--- src/rtl/mult_issue.sv ---
// Issue/launch stage for the sequential multu multiplier: latches operands, pulses doMult,
// waits for done with a watchdog, and holds the product on a response channel.
// Optional build macro MULT_ZERO_BYPASS_EN: zero operands skip the multiplier.
module mult_issue #(
  parameter int unsigned TIMEOUT_CYCLES = 64
) (
  input  logic        clk,
  input  logic        reset,
  input  logic        req_valid,
  output logic        req_ready,
  input  logic [31:0] req_a,
  input  logic [31:0] req_b,
  output logic [31:0] mult_a,
  output logic [31:0] mult_b,
  output logic        mult_start,
  output logic        mult_reset,
  input  logic        mult_done,
  input  logic [31:0] mult_out,
  output logic        rsp_valid,
  input  logic        rsp_ready,
  output logic [31:0] rsp_data,
  output logic        rsp_err,
  output logic        busy
);

  localparam int unsigned DATA_W = 32;
  localparam int unsigned CNT_W  = 8;
  localparam logic [CNT_W-1:0] CNT_LAST = CNT_W'(TIMEOUT_CYCLES - 1);

  typedef enum logic [1:0] {
    IDLE,
    START,
    WAIT,
    RESP
  } state_e;

  state_e              state_q, state_d;
  logic [CNT_W-1:0]    cnt_q, cnt_d;
  logic [DATA_W-1:0]   a_q, a_d;
  logic [DATA_W-1:0]   b_q, b_d;
  logic [DATA_W-1:0]   data_q, data_d;
  logic                err_q, err_d;
  logic                mrst_q;
  logic                abort;

  // State and datapath registers; multu is reset alongside this block and on abort
  always_ff @(posedge clk) begin
    if (reset) begin
      state_q <= IDLE;
      cnt_q   <= '0;
      a_q     <= '0;
      b_q     <= '0;
      data_q  <= '0;
      err_q   <= 1'b0;
      mrst_q  <= 1'b1;
    end else begin
      state_q <= state_d;
      cnt_q   <= cnt_d;
      a_q     <= a_d;
      b_q     <= b_d;
      data_q  <= data_d;
      err_q   <= err_d;
      mrst_q  <= abort;
    end
  end

  // Next-state and datapath update
  always_comb begin
    state_d = state_q;
    cnt_d   = cnt_q;
    a_d     = a_q;
    b_d     = b_q;
    data_d  = data_q;
    err_d   = err_q;
    abort   = 1'b0;
    case (state_q)
      IDLE: begin
        if (req_valid) begin
          a_d     = req_a;
          b_d     = req_b;
          state_d = START;
`ifdef MULT_ZERO_BYPASS_EN
          if ((req_a == '0) || (req_b == '0)) begin
            data_d  = '0;
            err_d   = 1'b0;
            state_d = RESP;
          end
`endif
        end
      end
      START: begin
        cnt_d   = '0;
        state_d = WAIT;
      end
      WAIT: begin
        cnt_d = cnt_q + CNT_W'(1);
        // done in the first WAIT cycle may be left over from the previous op
        if (mult_done && (cnt_q != '0)) begin
          data_d  = mult_out;
          err_d   = 1'b0;
          state_d = RESP;
        end else if (cnt_q == CNT_LAST) begin
          data_d  = '0;
          err_d   = 1'b1;
          abort   = 1'b1;
          state_d = RESP;
        end
      end
      RESP: begin
        if (rsp_ready) begin
          state_d = IDLE;
        end
      end
      default: state_d = IDLE;
    endcase
  end

  assign req_ready  = (state_q == IDLE) && !reset;
  assign mult_start = (state_q == START);
  assign rsp_valid  = (state_q == RESP);
  assign busy       = (state_q != IDLE);
  assign mult_a     = a_q;
  assign mult_b     = b_q;
  assign mult_reset = mrst_q;
  assign rsp_data   = data_q;
  assign rsp_err    = err_q;

endmodule

--- config.mk ---
export PLATFORM = sky130hd
export DESIGN_NAME = mult_issue
export DESIGN_NICKNAME = d
export VERILOG_FILES = /design/src/rtl/mult_issue.sv
export SDC_FILE = /design/constraint.sdc
export NUM_CORES = 1
export LEC_CHECK = 0
export BUFFER_PORTS_ARGS = -buffer_cell sky130_fd_sc_hd__buf_4
export CAP_MARGIN = 40
export CORE_AREA = 2 2 94 96
export DETAILED_ROUTE_END_ITERATION = 10
export DIE_AREA = 0 0 96 98
export PLACE_DENSITY_LB_ADDON = 0.05
export SYNTH_ARGS = -nofsm -noshare
export SYNTH_HDL_FRONTEND = slang
export SYNTH_SLANG_ARGS = --single-unit
--- constraint.sdc ---
create_clock -name clk -period 3.7 [get_ports clk]
set_input_delay 0.74 -clock clk [delete_from_list [all_inputs] [get_ports clk]]
set_output_delay 0.74 -clock clk [all_outputs]
set_load 0.02 [all_outputs]
==> flow_metrics.env <==
export IMPL_rsz0062_at_grt="false"
export IMPL_routed_wl_um=10500
export IMPL_antenna_found_initial=0
export IMPL_final_cell_area_um2=5650
export IMPL_critical_path_endpoint="req_ready"
export IMPL_p_per_area_nw_per_um2=534
export IMPL_ys_flop_type="dfxtp_1"
export IMPL_syn_avg_cell_area_um2=9.17
export IMPL_port_buffers=202
export IMPL_syn_nets=533
export IMPL_synth_top_cell_area_share_pct=55.3
export IMPL_skew_ns=0.0110
export IMPL_ys_ff_latch=108
export IMPL_r2r_end="rsp_data[27]"
export IMPL_maxCapViolations=0
export IMPL_grt_pass1_vias=3255
export IMPL_hold_depth=2
export IMPL_gp_congestion=0.809
export IMPL_row_count=34
export IMPL_final_antenna_net_count=0
export IMPL_cts_setup_buffers=0
export IMPL_core_area_um2=8470
export IMPL_finalSetupTns_ns=0
export IMPL_report_final_hold_viol_count=0
export IMPL_cts_htree_levels=3
export IMPL_ff2ff_path_depth=4
export IMPL_cts_sinks=108
export IMPL_grtUsageTotal_pct=21.1
export IMPL_placed_cell_area_um2=5480
export IMPL_synth_common_cells="133 x nand2_1, 108 x dfxtp_1, 66 x a21oi_1"
export IMPL_cts_hold_buf=0
export IMPL_netlist_area_um2=3910
export IMPL_synthToLayoutAreaGrowth_pct=44.7
export IMPL_start_util_pct=46.1
export IMPL_io_pins=203
export IMPL_drc=0
export IMPL_hp_class="register to register"
export IMPL_cts_root_buffer="clkbuf_8"
export IMPL_relSlewSlack_pct=47.1
export IMPL_die_h_um=98
export IMPL_hold_slack_ns=0.461
export IMPL_grt_max_degree=71
export IMPL_hpwl_um=7610
export IMPL_vias_per_cell=4.99
export IMPL_cts_buffers=9
export IMPL_peakVddDrop_mv=0.250
export IMPL_dieWidth_um=96
export IMPL_cp_arrival_ns=1.61
export IMPL_grt_pass1_wl_um=15800
export IMPL_stdcell_count=725
export IMPL_cts_tree="built"
export IMPL_p_leak_nw=2.69
export IMPL_ys_seq_area_share_pct=55.3
export IMPL_startpoint="reset"
export IMPL_synth_edff_count=0
export IMPL_fin_crit_ns=2.35
export IMPL_cts_buffer_depth=2
export IMPL_yosysMostFrequentCell="nand2_1"
export IMPL_die_area_um2=9410
export IMPL_crit_type="input port to output pin"
export IMPL_drt_iter0_markers=133
export IMPL_grt_overflow=0
export IMPL_tightestPinTransition_ns=0.791
export IMPL_yosys_warnings=0
export IMPL_synth_async_reset_ratio_pct=0
export IMPL_r2r_start="cnt_q[2]"
export IMPL_slew_violations=0
export IMPL_cts_resized=0
export IMPL_placed_cells=709
export IMPL_syn_instance_count=426
export IMPL_clk_pin_slew_ns=0.10
export IMPL_clk_latency_ns=0.35
export IMPL_nNetsFinal=719
export IMPL_via_count=3617
export IMPL_end_kind="output pin"
export IMPL_drive_gt1_share_pct=42.3
export IMPL_fmax_ghz=0.426
export IMPL_ys_types=36
export IMPL_cp_max_fo=70
export IMPL_startpoint_type="input port"
export IMPL_worst_endpoint_required_ns=2.96
export IMPL_firstDrtPassIters=5
export IMPL_r2r_setup_slack_ns=1.74
export IMPL_antenna_cells=0
export IMPL_setup_viol=0
export IMPL_post_route_period_util_pct=63.4
export IMPL_wl_per_cell_um=14.5
export IMPL_synth_area_leaders="dfxtp_1 55%, nand2_1 13%, a32o_2 9.2%, a21oi_1 8.5%, ha_1 1.9%"
export IMPL_outcome="finished, final reports clean"
export IMPL_synth_top_cell_by_area="dfxtp_1"
==> state kept, by name, summed over array words and instances (netlist names) <==
signal / flops
cnt_q: 8
mult_reset: 1
rsp_err: 1
state_q: 2
mult_b: 32
rsp_data: 32
mult_a: 32
==> logic make-up (layout without fill, tap and decap cells) <==
| logic type | count (synthesis) | after routing | share of synthesized area (%) |
|---|---|---|---|
| simple gates | 156 | 156 | 16.5 |
| compound gates | 109 | 109 | 20.0 |
| buf+inv | 39 | 230 | 4.42 |
| fa+ha+maj | 6 | 6 | 1.92 |
| flops | 108 | 108 | 55.3 |
| xor+xnor | 6 | 6 | 1.35 |
| mux | 2 | 2 | 0.513 |
==> worst min path at each step <==
stage,endpoint,startpoint
2_1_floorplan,state_q[1],state_q[1]
3_3_place_gp,mult_b[24],mult_b[24]
3_5_place_dp,mult_a[1],mult_a[1]
4_1_cts,mult_a[1],mult_a[1]
5_1_grt,mult_a[17],mult_a[17]
6_report,mult_b[4],mult_b[4]
==> per-stage QoR <==
| stage | setup slack [ns] | util (%) | power [W] |
|---|---|---|---|
| floorplan | 1.56 | - | 0.00199 |
| CTS | 1.36 | 66.8 | 0.00305 |
| global placement | 1.04 | 64.2 | 0.00237 |
| global route | 1.28 | 66.8 | 0.00320 |
| detailed placement | 1.03 | 64.8 | 0.00242 |
| finish | 1.35 | 66.8 | 0.00302 |
==> critical path, cell delays in order <==
cell    delay [ns]
buf_4         0.56
nor2_1        0.08
buf_4         0.18
==> cell type report <==
type	count	area, µm²
Inverter	8	30.0
Clock inverter	5	38.8
Sequential cell	108	2160
Multi-Input combinational cell	279	1580
Fill cell	727	2810
Clock buffer	11	131
Tap cell	108	135
Timing Repair Buffer	206	1580
==> routing by layer <==
metal | GRT usage, % | up-vias | routed length (µm)
met3 | 6.40 | 15 | 923
met4 | 7.80 | 0 | 190
met1 | 25.0 | 1646 | 4240
li1 | - | 1824 | -
met5 | 0 | - | 0
met2 | 35.3 | 132 | 5140
==> placed cells by master (no fill, tap or decap), drive strengths merged <==
| cell | instances |
|---|---|
| dfxtp | 108 |
| mux2i | 2 |
| or3 | 1 |
| buf | 206 |
| clkbuf | 11 |
| o21a | 1 |
| a21oi | 66 |
| and3 | 1 |
| o21ai | 3 |
| nor3 | 2 |
| xor2 | 4 |
| ha | 6 |
| a31o | 1 |
| inv | 7 |
| clkinvlp | 4 |
| nand4 | 2 |
| a31oi | 3 |
| o31ai | 1 |
| nand2 | 133 |
| nand3 | 4 |
| and2 | 1 |
| a211oi | 1 |
| nor2 | 9 |
| and4 | 1 |
| nand2b | 1 |
| a32o | 32 |
| nor4 | 1 |
| a21o | 1 |
| clkinv | 2 |
| xnor2 | 2 |
==> power by group <==
part,leakage (nW),switching (W),internal [W]
Sequential,0.880,0.0000765,0.00130
Clock,0.0718,0.000383,0.000247
Combinational,1.74,0.000609,0.000411
Total,2.69,0.00107,0.00195
(Power assumes the default switching activity.)
